==> src/rtl/func_seq_pkg.sv <==
// Shared types and widths for the func sequencer.
// State encoding, operand/result widths and the timeout result marker.
package func_seq_pkg;

   localparam int X_W = 8;
   localparam int Y_W = 16;
   localparam logic [Y_W-1:0] ERR_Y = 16'hFFFF;

   typedef enum logic [1:0] {
      ST_IDLE,
      ST_LAUNCH,
      ST_WAIT_BUSY,
      ST_WAIT_DONE
   } state_e;

endpackage

==> src/rtl/func_seq_fifo.sv <==
// Synchronous result FIFO with combinational head.
// Pointers wrap modulo DEPTH; pop when empty is ignored.
module func_seq_fifo #(
   parameter int W     = 24,
   parameter int DEPTH = 4,
   localparam int AW   = $clog2(DEPTH),
   localparam int CW   = AW + 1
) (
   input  logic          clk,
   input  logic          rst_n,
   input  logic          push_i,
   input  logic [W-1:0]  wdata_i,
   input  logic          pop_i,
   output logic [W-1:0]  rdata_o,
   output logic          valid_o,
   output logic [CW-1:0] count_o
);

   localparam logic [CW-1:0] FULL = CW'(DEPTH);

   logic [W-1:0]  mem_q [DEPTH];
   logic [W-1:0]  mem_d [DEPTH];
   logic [AW-1:0] wptr_q, wptr_d;
   logic [AW-1:0] rptr_q, rptr_d;
   logic [CW-1:0] count_q, count_d;
   logic          do_push;
   logic          do_pop;

   always_comb begin
      do_push = push_i && (count_q != FULL);
      do_pop  = pop_i && (count_q != '0);
      mem_d   = mem_q;
      if (do_push) mem_d[wptr_q] = wdata_i;
      wptr_d  = wptr_q + AW'(do_push);
      rptr_d  = rptr_q + AW'(do_pop);
      count_d = count_q + CW'(do_push) - CW'(do_pop);
   end

   always_ff @(posedge clk or negedge rst_n) begin
      if (!rst_n) begin
         mem_q   <= '{default: '0};
         wptr_q  <= '0;
         rptr_q  <= '0;
         count_q <= '0;
      end else begin
         mem_q   <= mem_d;
         wptr_q  <= wptr_d;
         rptr_q  <= rptr_d;
         count_q <= count_d;
      end
   end

   assign rdata_o = mem_q[rptr_q];
   assign valid_o = (count_q != '0);
   assign count_o = count_q;

endmodule

==> src/rtl/func_seq.sv <==
// Sequencer feeding one sample at a time to func and buffering {x, y}.
// Optional watchdog enabled by FUNC_SEQ_TIMEOUT_EN.
module func_seq
   import func_seq_pkg::*;
#(
   parameter int OUT_DEPTH = 4,
   parameter int TO_CYCLES = 64
) (
   input  logic           clk,
   input  logic           rst_n,
   input  logic           in_valid_i,
   output logic           in_ready_o,
   input  logic [X_W-1:0] in_data_i,
   output logic           f_start_o,
   output logic [X_W-1:0] f_x_o,
   input  logic           f_busy_i,
   input  logic [Y_W-1:0] f_y_i,
   output logic           out_valid_o,
   input  logic           out_ready_i,
   output logic [X_W-1:0] out_x_o,
   output logic [Y_W-1:0] out_y_o,
   output logic           err_o
);

   localparam int AW = $clog2(OUT_DEPTH);
   localparam int CW = AW + 1;
   localparam logic [CW-1:0] FULL = CW'(OUT_DEPTH);

   state_e         state_q, state_d;
   logic [X_W-1:0] x_q, x_d;
   logic           start_q, start_d;
   logic           rdy_q, rdy_d;
   logic           push;
   logic [Y_W-1:0] push_y;
   logic           pop;
   logic           out_valid;
   logic [CW-1:0]  count;
   logic [CW-1:0]  cnt_nxt;
   logic [X_W+Y_W-1:0] head;

`ifdef FUNC_SEQ_TIMEOUT_EN
   localparam int WW = $clog2(TO_CYCLES + 1);
   localparam logic [WW-1:0] WD_LIM = WW'(TO_CYCLES - 1);
   logic [WW-1:0] wd_q, wd_d;
   logic          err_q, err_d;
`endif

   always_comb begin
      state_d = state_q;
      x_d     = x_q;
      start_d = 1'b0;
      push    = 1'b0;
      push_y  = f_y_i;
      unique case (state_q)
         ST_IDLE: begin
            if (in_valid_i && rdy_q) begin
               x_d     = in_data_i;
               start_d = 1'b1;
               state_d = ST_LAUNCH;
            end
         end
         ST_LAUNCH:    state_d = ST_WAIT_BUSY;
         ST_WAIT_BUSY: if (f_busy_i) state_d = ST_WAIT_DONE;
         ST_WAIT_DONE: begin
            if (!f_busy_i) begin
               push    = 1'b1;
               state_d = ST_IDLE;
            end
         end
         default: state_d = ST_IDLE;
      endcase
`ifdef FUNC_SEQ_TIMEOUT_EN
      err_d = err_q;
      wd_d  = '0;
      if ((state_q == ST_WAIT_BUSY || state_q == ST_WAIT_DONE) && !push) begin
         if (wd_q == WD_LIM) begin
            push    = 1'b1;
            push_y  = ERR_Y;
            err_d   = 1'b1;
            state_d = ST_IDLE;
         end else begin
            wd_d = wd_q + 1'b1;
         end
      end
`endif
      pop     = out_valid && out_ready_i;
      cnt_nxt = count + CW'(push) - CW'(pop);
      // A slot is reserved at accept, so the later push never overflows
      rdy_d   = (state_d == ST_IDLE) && (cnt_nxt < FULL);
   end

   always_ff @(posedge clk or negedge rst_n) begin
      if (!rst_n) begin
         state_q <= ST_IDLE;
         x_q     <= '0;
         start_q <= 1'b0;
         rdy_q   <= 1'b0;
`ifdef FUNC_SEQ_TIMEOUT_EN
         wd_q    <= '0;
         err_q   <= 1'b0;
`endif
      end else begin
         state_q <= state_d;
         x_q     <= x_d;
         start_q <= start_d;
         rdy_q   <= rdy_d;
`ifdef FUNC_SEQ_TIMEOUT_EN
         wd_q    <= wd_d;
         err_q   <= err_d;
`endif
      end
   end

   func_seq_fifo #(
      .W     (X_W + Y_W),
      .DEPTH (OUT_DEPTH)
   ) u_fifo (
      .clk     (clk),
      .rst_n   (rst_n),
      .push_i  (push),
      .wdata_i ({x_q, push_y}),
      .pop_i   (pop),
      .rdata_o (head),
      .valid_o (out_valid),
      .count_o (count)
   );

   assign in_ready_o  = rdy_q;
   assign f_start_o   = start_q;
   assign f_x_o       = x_q;
   assign out_valid_o = out_valid;
   assign out_x_o     = head[X_W+Y_W-1:Y_W];
   assign out_y_o     = head[Y_W-1:0];
`ifdef FUNC_SEQ_TIMEOUT_EN
   assign err_o = err_q;
`else
   assign err_o = 1'b0;
`endif

endmodule

==> config.mk <==
export PLATFORM = sky130hd
export DESIGN_NAME = func_seq
export DESIGN_NICKNAME = d
export VERILOG_FILES = /design/src/rtl/func_seq_pkg.sv /design/src/rtl/func_seq_fifo.sv /design/src/rtl/func_seq.sv
export SDC_FILE = /design/constraint.sdc
export NUM_CORES = 1
export LEC_CHECK = 0
export ABC_AREA = 1
export BUFFER_PORTS_ARGS = -buffer_cell sky130_fd_sc_hd__buf_2
export CORE_MARGIN = 3
export CORE_UTILIZATION = 52
export DETAILED_ROUTE_END_ITERATION = 10
export HOLD_SLACK_MARGIN = 0.1
export PLACE_DENSITY = 0.75
export SETUP_SLACK_MARGIN = 0.02
export SLEW_MARGIN = 15
export SYNTH_ARGS = -nofsm -noshare
export SYNTH_HDL_FRONTEND = slang
export SYNTH_SLANG_ARGS = --single-unit
==> constraint.sdc <==
create_clock -name clk -period 2.1 [get_ports clk]
set_input_delay 0.105 -clock clk [delete_from_list [all_inputs] [get_ports clk]]
set_output_delay 0.105 -clock clk [all_outputs]
set_load 0.05 [all_outputs]
==> summary.txt, run 1 <==
Status: completed
Global-route usage over all layers: 26.7%
Endpoint type of the worst setup path: output pin
Fraction of power spent switching nets: 46.9%
CTS clk-pin slew, worst paths: 60 ps
Post-Route Utilization: 68.0%
Largest clock skew in the final design: 5.24 ps
Lkg Pwr: 0.00350 uW
Required time of the critical path: 2000 ps
Number of unique standard cell types used by synthesis: 25
Remaining global-route overflow: 0
Vias in the first global route: 4,983
IR Drop Worst-Case VDD: 0.00155 V
Slew at the pin closest to its max-slew limit: 769 ps
CP max FO: 28
Worst path setup slack after routing: 131 ps
Netlist area before placement: 5320 um^2
Clk sink count: 115
Mean cell area of the mapped netlist: 8.21 um^2
Complex-gate fraction of the synthesized area: 9.69%
Final net count: 774
CTS tree: yes
Worst Setup Slack post-DPL: 60.7 ps
Count of endpoints failing hold in the final timing report: 0
Cell count after synthesis: 648
Number of antenna violations at the first check in global routing: 0
Detail-routed net length per standard cell: 16.0 um
Largest family of logic cells by synthesized area: simple AND/OR/NAND/NOR gates
Count of input and output buffers: 63
Achievable frequency: 508 MHz
Average vias per placed instance: 5.55
Final standard cell area without fillers: 6710 um^2
Type of the most critical hold path: input port to register
Cell Chain, Critical Path: buf_6 > o21ai_0 > o22ai_1 > clkbuf_4
First-pass GRT wire length: 23,900 um
FF+latch count, synth: 115
Net switching component of the power: 5960 uW
Overall die area: 11,500 um^2
Final weighted congestion in routability-driven placement: 0.848
Post-detailed-placement half-perimeter wirelength: 8470 um
TritonCTS Buffers: 17
Detailed-route via count: 4,912
Placeable core region: 9860 um^2
Largest net degree at the start of global routing: 58
Number of buffers on the longest clock path: 2
Worst endpoint data arrival time: 1860 ps
Slowest stage cell on the critical path: sky130_fd_sc_hd__dfrtp_1
Comb pwr share: 47.8%
Clock power share: 22.3%
Layout cells sized above 1: 17.8%
Final hold slack: 132 ps
Normalized max-slew margin: 48.7%
Internal power of the cells: 6740 uW
Kind of start point of the critical path: register
Final setup violation count: 0
Min Clock Period, post-route: 1970 ps
Die H: 107 um
Wirelength, routed: 14,100 um
Combined buffer and inverter count along the critical path: 2
Net count after synthesis: 682
Clock latency on the worst-skew pair: 530 ps
Largest stage delay on the critical path: 440 ps
Number of slew-limit violations in the final report: 0
Maximum level of the CTS H-tree: 4
ANT cells: 0
Adder-Cell Fraction of Synth Area: 1.32%
Initial detailed-routing violation count: 387
Cell Area, Placed: 5780 um^2
Area growth from synthesis to final layout: 26.2%
Detailed-router iteration count before antenna repair: 7
Starting Density: 53.9%
Dominant delay contributor by cell family on the critical path: buffers and inverters
Synth Area in XOR/XNOR: 0.659%
Setup total negative slack: 0 ps
Sequential power share: 29.9%
Setup repair after global routing missed its margin: true
Standard-cell rows: 36
Number of remaining DRC errors: 0
Simple-gate share of the synthesized area: 28.4%
Final worst path period share: 93.8%
Mux share of post-synthesis cell area: 0%
Category of the most critical setup path: register to output pin
Max-capacitance violation count: 0
Number of top-level pins: 65
Sequential element share of the synthesized area: 54.1%
Power per Cell Area: 1890 nW/um^2
Post-DRT Antenna Nets: 0
Buffer cell driving the clock tree root: sky130_fd_sc_hd__clkbuf_8
Synthesis Warnings: 0
Die Wd: 107 um
-- power groups by stage --
stage | registers [uW] | clock network (uW) | logic (uW)
3_3_place_gp | 3720 | 0 | 5700
4_1_cts | 3740 | 2880 | 5980
3_5_place_dp | 3760 | 0 | 5830
5_1_grt | 3890 | 2980 | 6590
2_1_floorplan | 3880 | 0 | 4110
6_report | 3790 | 2830 | 6070
-- state kept, by name, indices dropped and copies added (netlist names) --
register        cells
in_ready_o          1
u_fifo.mem_q       96
u_fifo.rptr_q       2
u_fifo.count_o      3
state_q             2
f_start_o           1
u_fifo.wptr_q       2
f_x_o               8
-- area by class of cell --
| cell class | count | area, um^2 |
|---|---|---|
| clock buffer | 22 | 453 |
| timing repair buffer | 115 | 856 |
| multi-input combinational | 474 | 2150 |
| fill | 791 | 3150 |
| sequential | 115 | 2880 |
| tap | 133 | 166 |
| clock inverter | 9 | 130 |
| inverter | 17 | 73.8 |
-- synthesized netlist by cell type (all sizes together) --
library cell / n / area [um^2]
conb: 1 / 3.75
o21ai: 73 / 365
o22ai: 24 / 150
clkbuf: 17 / 63.8
xnor2: 1 / 8.76
clkinv: 2 / 7.51
nand3: 76 / 380
dfrtp: 115 / 2880
xor2: 3 / 26.3
buf: 25 / 175
nor2: 59 / 244
fa: 1 / 20.0
ha: 4 / 50.1
nand2: 232 / 888
inv: 15 / 58.8
-- cell families after synthesis --
logic type               Yosys count
flip-flops                       115
XOR/XNOR                           4
AND/OR/NAND/NOR                  367
other                              1
AO/OA/AOI/OAI                     97
buffers and inverters             59
adder cells (fa/ha/maj)            5
-- routing by layer --
metal | GRT usage, % | routed length, um
met1 | 34.1 | 5920
met2 | 42.5 | 6930
met3 | 7.28 | 1010
met4 | 11.8 | 259
met5 | 0 | 0
-- what timing repair did --
| item | in CTS | in global routing |
|---|---|---|
| setup endpoints to repair | 22 | 26 |
| setup buffers | 0 | 1 |
| hold buffers | 28 | 0 |
| gates resized for setup | 8 | 12 |
| hold endpoints to repair | 137 | 0 |
-- cells in the final DEF, fill, tap and decap left out, types with 2 or more instances in the layout --
cell type                       synthesis  routed
sky130_fd_sc_hd__inv_2                  3       2
sky130_fd_sc_hd__clkbuf_4               0       2
sky130_fd_sc_hd__clkbuf_8               0       3
sky130_fd_sc_hd__buf_6                  8       2
sky130_fd_sc_hd__nor2_2                 3       3
sky130_fd_sc_hd__buf_4                  1      25
sky130_fd_sc_hd__dfrtp_1              115     114
sky130_fd_sc_hd__clkbuf_1              17       3
sky130_fd_sc_hd__buf_2                 14      54
sky130_fd_sc_hd__nor2_4                 2       3
sky130_fd_sc_hd__dlygate4sd3_1          0      28
sky130_fd_sc_hd__inv_1                 11      10
sky130_fd_sc_hd__clkinv_1               2       2
sky130_fd_sc_hd__nand2_1              227     225
sky130_fd_sc_hd__clkinv_2               0       2
sky130_fd_sc_hd__inv_4                  1       2
sky130_fd_sc_hd__xor2_1                 3       3
sky130_fd_sc_hd__nor2_1                54      53
sky130_fd_sc_hd__bufinv_16              0       3
sky130_fd_sc_hd__o22ai_1               24      24
sky130_fd_sc_hd__o21ai_1               20      21
sky130_fd_sc_hd__clkinvlp_4             0       4
sky130_fd_sc_hd__ha_1                   4       4
sky130_fd_sc_hd__o21ai_0               53      52
sky130_fd_sc_hd__buf_12                 0       4
sky130_fd_sc_hd__nand2_4                1       2
sky130_fd_sc_hd__nand3_1               76      76
sky130_fd_sc_hd__clkbuf_16              0      16
sky130_fd_sc_hd__nand2_2                4       5
-- final timing paths --
path / from / end / slack (ps) / cells past startpoint
setup / recovery: u_fifo.rptr_q[0] / out_x_o[2] / 130 / 4
setup reg to reg: u_fifo.count_o[1] / u_fifo.count_o[1] / 170 / 10
min in group asynchronous: rst_n / u_fifo.mem_q[76] / 170 / 2
max in group asynchronous: rst_n / u_fifo.rptr_q[1] / 1190 / 3
hold reg to reg: u_fifo.mem_q[26] / u_fifo.mem_q[26] / 460 / 2
hold / removal: in_valid_i / f_x_o[6] / 130 / 4
-- tightest hold or removal path, stage by stage --
cell and delay, ps:
sky130_fd_sc_hd__buf_2 100, sky130_fd_sc_hd__nand3_1 280, sky130_fd_sc_hd__nand2_1 80, sky130_fd_sc_hd__nand2_1 60
-- metrics by stage --
stage,power [uW],std cells
2_1_floorplan,7990,648
3_3_place_gp,9420,825
3_5_place_dp,9590,825
4_1_cts,12600,884
5_1_grt,13500,885
6_report,12700,885
No activity file was read; power rests on OpenSTA's default activity.
==> run 2, diff against run 1 <==
CTS_BUF_LIST = sky130_fd_sc_hd__clkbuf_16   (was default)
HOLD_SLACK_MARGIN = default   (was 0.1)
==> run 2 against run 1 <==
  * Non-clock buffer count shrank 2
  * Clock power is essentially flat
  * Global-route usage shrank 0.23 points
  * Cell area shrank 1.0%
  * Routed wire length shrank 0.62%
  * Flip-flop and latch count is the same
  * Register-to-register slack is essentially flat
  * Core utilization shrank 0.70 points
  * Critical path depth grew 1
  * Sequential power is essentially flat
  * Power shrank 1.6%
  * Critical path type unchanged
==> summary.txt, run 2 (synthesis gave the netlist of run 1 again) <==
Post-route insts no fill: 883
Lkg Pwr: 0.00348 uW
Detailed-route via count: 4,921
CTS clk-pin slew, worst paths: 50 ps
Worst Reg2Reg Path Length in Cells: 10
Vias in the first global route: 4,944
Layout cells sized above 1: 17.5%
Buffers inserted during post-CTS setup optimization: 0
Largest clock skew in the final design: 9.03 ps
Number of slew-limit violations in the final report: 0
Max FFs per register: 96
Die H: 107 um
Slew at the pin closest to its max-slew limit: 766 ps
Final net count: 772
Standard-cell rows: 36
Number of top-level pins: 65
Die Wd: 107 um
Kind of start point of the critical path: register
Type of the most critical hold path: input port to register
ANT cells: 0
Reg2Reg Launch Point: u_fifo.count_o[1]
Layout filler cell count: 797
Cell Chain, Critical Path: inv_2 > buf_4 > o21ai_0 > o22ai_1 > buf_2
Setup repair after global routing missed its margin: false
Endpoint type of the worst setup path: output pin
Worst endpoint data arrival time: 1850 ps
Reg-to-reg slack, setup: 170 ps
Category of the most critical setup path: register to output pin
Largest net degree at the start of global routing: 58
Area growth from synthesis to final layout: 24.9%
Setup total negative slack: 0 ps
Number of antenna violations at the first check in global routing: 0
Final weighted congestion in routability-driven placement: 0.848
Clock latency on the worst-skew pair: 420 ps
Worst Hold Path EP: state_q[0]
Final hold slack: 192 ps
Maximum level of the CTS H-tree: 4
CP max FO: 9
Global-route usage over all layers: 26.4%
Overall die area: 11,500 um^2
Initial detailed-routing violation count: 354
Most frequent standard cell in the layout excluding fill and tap cells: sky130_fd_sc_hd__nand2_1
Status: completed
Post-detailed-placement half-perimeter wirelength: 8470 um
Count of input and output buffers: 63
Achievable frequency: 511 MHz
Placeable core region: 9860 um^2
TritonCTS Buffers: 17
Final worst path period share: 93.3%
Count of endpoints failing hold in the final timing report: 0
Average vias per placed instance: 5.57
Max-capacitance violation count: 0
Hold path cells: 3
Number of logic stages on the critical path including buffering: 5
Buffer cell driving the clock tree root: sky130_fd_sc_hd__clkbuf_16
Largest stage delay on the critical path: 470 ps
Critical R2R Capture: u_fifo.count_o[1]
Power per Cell Area: 1880 nW/um^2
Register area: 2880 um^2
CTS tree: yes
Dominant delay contributor by cell family on the critical path: buffers and inverters
Number of buffers on the longest clock path: 2
Detail-routed net length per standard cell: 15.9 um
IR Drop Worst-Case VDD: 0.00155 V
Required time of the critical path: 2000 ps
Wirelength, routed: 14,000 um
Register containing the most flip-flops in the final layout: u_fifo.mem_q
Final setup violation count: 0
Clk sink count: 115
Detailed-router iteration count before antenna repair: 5
Placed cell count: 825
Hold_sp: in_valid_i
First-pass GRT wire length: 23,700 um
Most used cells in the layout excluding fill and tap cells: 225 x sky130_fd_sc_hd__nand2_1, 114 x sky130_fd_sc_hd__dfrtp_1, 76 x sky130_fd_sc_hd__nand3_1, 61 x sky130_fd_sc_hd__buf_2
Combined buffer and inverter count along the critical path: 3
Area of the multi-input gates: 2150 um^2
Number of remaining DRC errors: 0
Min Clock Period, post-route: 1960 ps
Normalized max-slew margin: 48.9%
Remaining global-route overflow: 0
Slowest stage cell on the critical path: sky130_fd_sc_hd__dfrtp_2
Post-DRT Antenna Nets: 0
Starting Density: 53.9%
[run 2: cell types whose count changed in the layout (fill, tap and decap cells not counted), moves of 2 or more]
cell	previous run	this run
sky130_fd_sc_hd__buf_2	54	61
sky130_fd_sc_hd__buf_4	25	21
sky130_fd_sc_hd__clkbuf_1	3	0
sky130_fd_sc_hd__clkbuf_8	3	0
sky130_fd_sc_hd__inv_1	10	13
sky130_fd_sc_hd__buf_6	2	0
sky130_fd_sc_hd__clkinv_1	2	4
[run 2: routing by layer]
metal / GRT usage (%) / routed length, um / vias to the layer above / share of wire [%]
met3: 7.16 / 1110 / 34 / 7.9
met5: 0 / 0 / - / 0
met4: 11.1 / 287 / 0 / 2.0
li1: - / - / 2293 / -
met2: 42.7 / 6830 / 212 / 49
met1: 33.6 / 5800 / 2382 / 41
[run 2: cell type report]
cell class / instances / share of cell area (%)
clock inverter: 14 / 2.24
multi-input combinational: 474 / 32.4
clock buffer: 17 / 6.40
tap: 133 / 2.50
inverter: 17 / 1.04
sequential: 115 / 43.3
timing repair buffer: 113 / 12.1
[run 2: how the worst max path moves through the flow]
stage	end	startpoint
4_1_cts	out_y_o[6]	u_fifo.rptr_q[0]
3_5_place_dp	u_fifo.count_o[1]	u_fifo.count_o[2]
6_report	out_y_o[9]	u_fifo.rptr_q[1]
2_1_floorplan	u_fifo.count_o[2]	u_fifo.count_o[1]
3_3_place_gp	u_fifo.count_o[1]	u_fifo.count_o[2]
5_1_grt	out_x_o[0]	u_fifo.rptr_q[0]
[run 2: worst min-delay path, cell delays in order]
cell and delay, ps:
sky130_fd_sc_hd__buf_2 100, sky130_fd_sc_hd__nand3_1 280, sky130_fd_sc_hd__nand2_1 90
[run 2: where the power goes]
group / internal (uW) / switching [uW]
logic: 1600 / 4310
clock network: 1820 / 981
registers: 3140 / 635
[run 2: timing repair]
item | CTS | global route
endpoints found under the hold margin | 128 | 0
gates cloned | 0 | 0
hold buffers | 27 | 0
gates resized for setup | 1 | 7
endpoints found under the setup margin | 5 | 12
[run 2: through the flow]
stage | power [uW] | cell area (um^2) | util (%) | setup slack (ps)
final | 12500 | 6640 | 67.4 | 142
after global routing | 13300 | 6640 | 67.4 | 36.1
after CTS | 12500 | 6630 | 67.2 | 27.3
after detailed placement | 9590 | 5780 | 58.6 | 60.7
after global placement | 9420 | 5780 | 58.6 | 185
after floorplan | 7990 | 5330 | - | 34.8
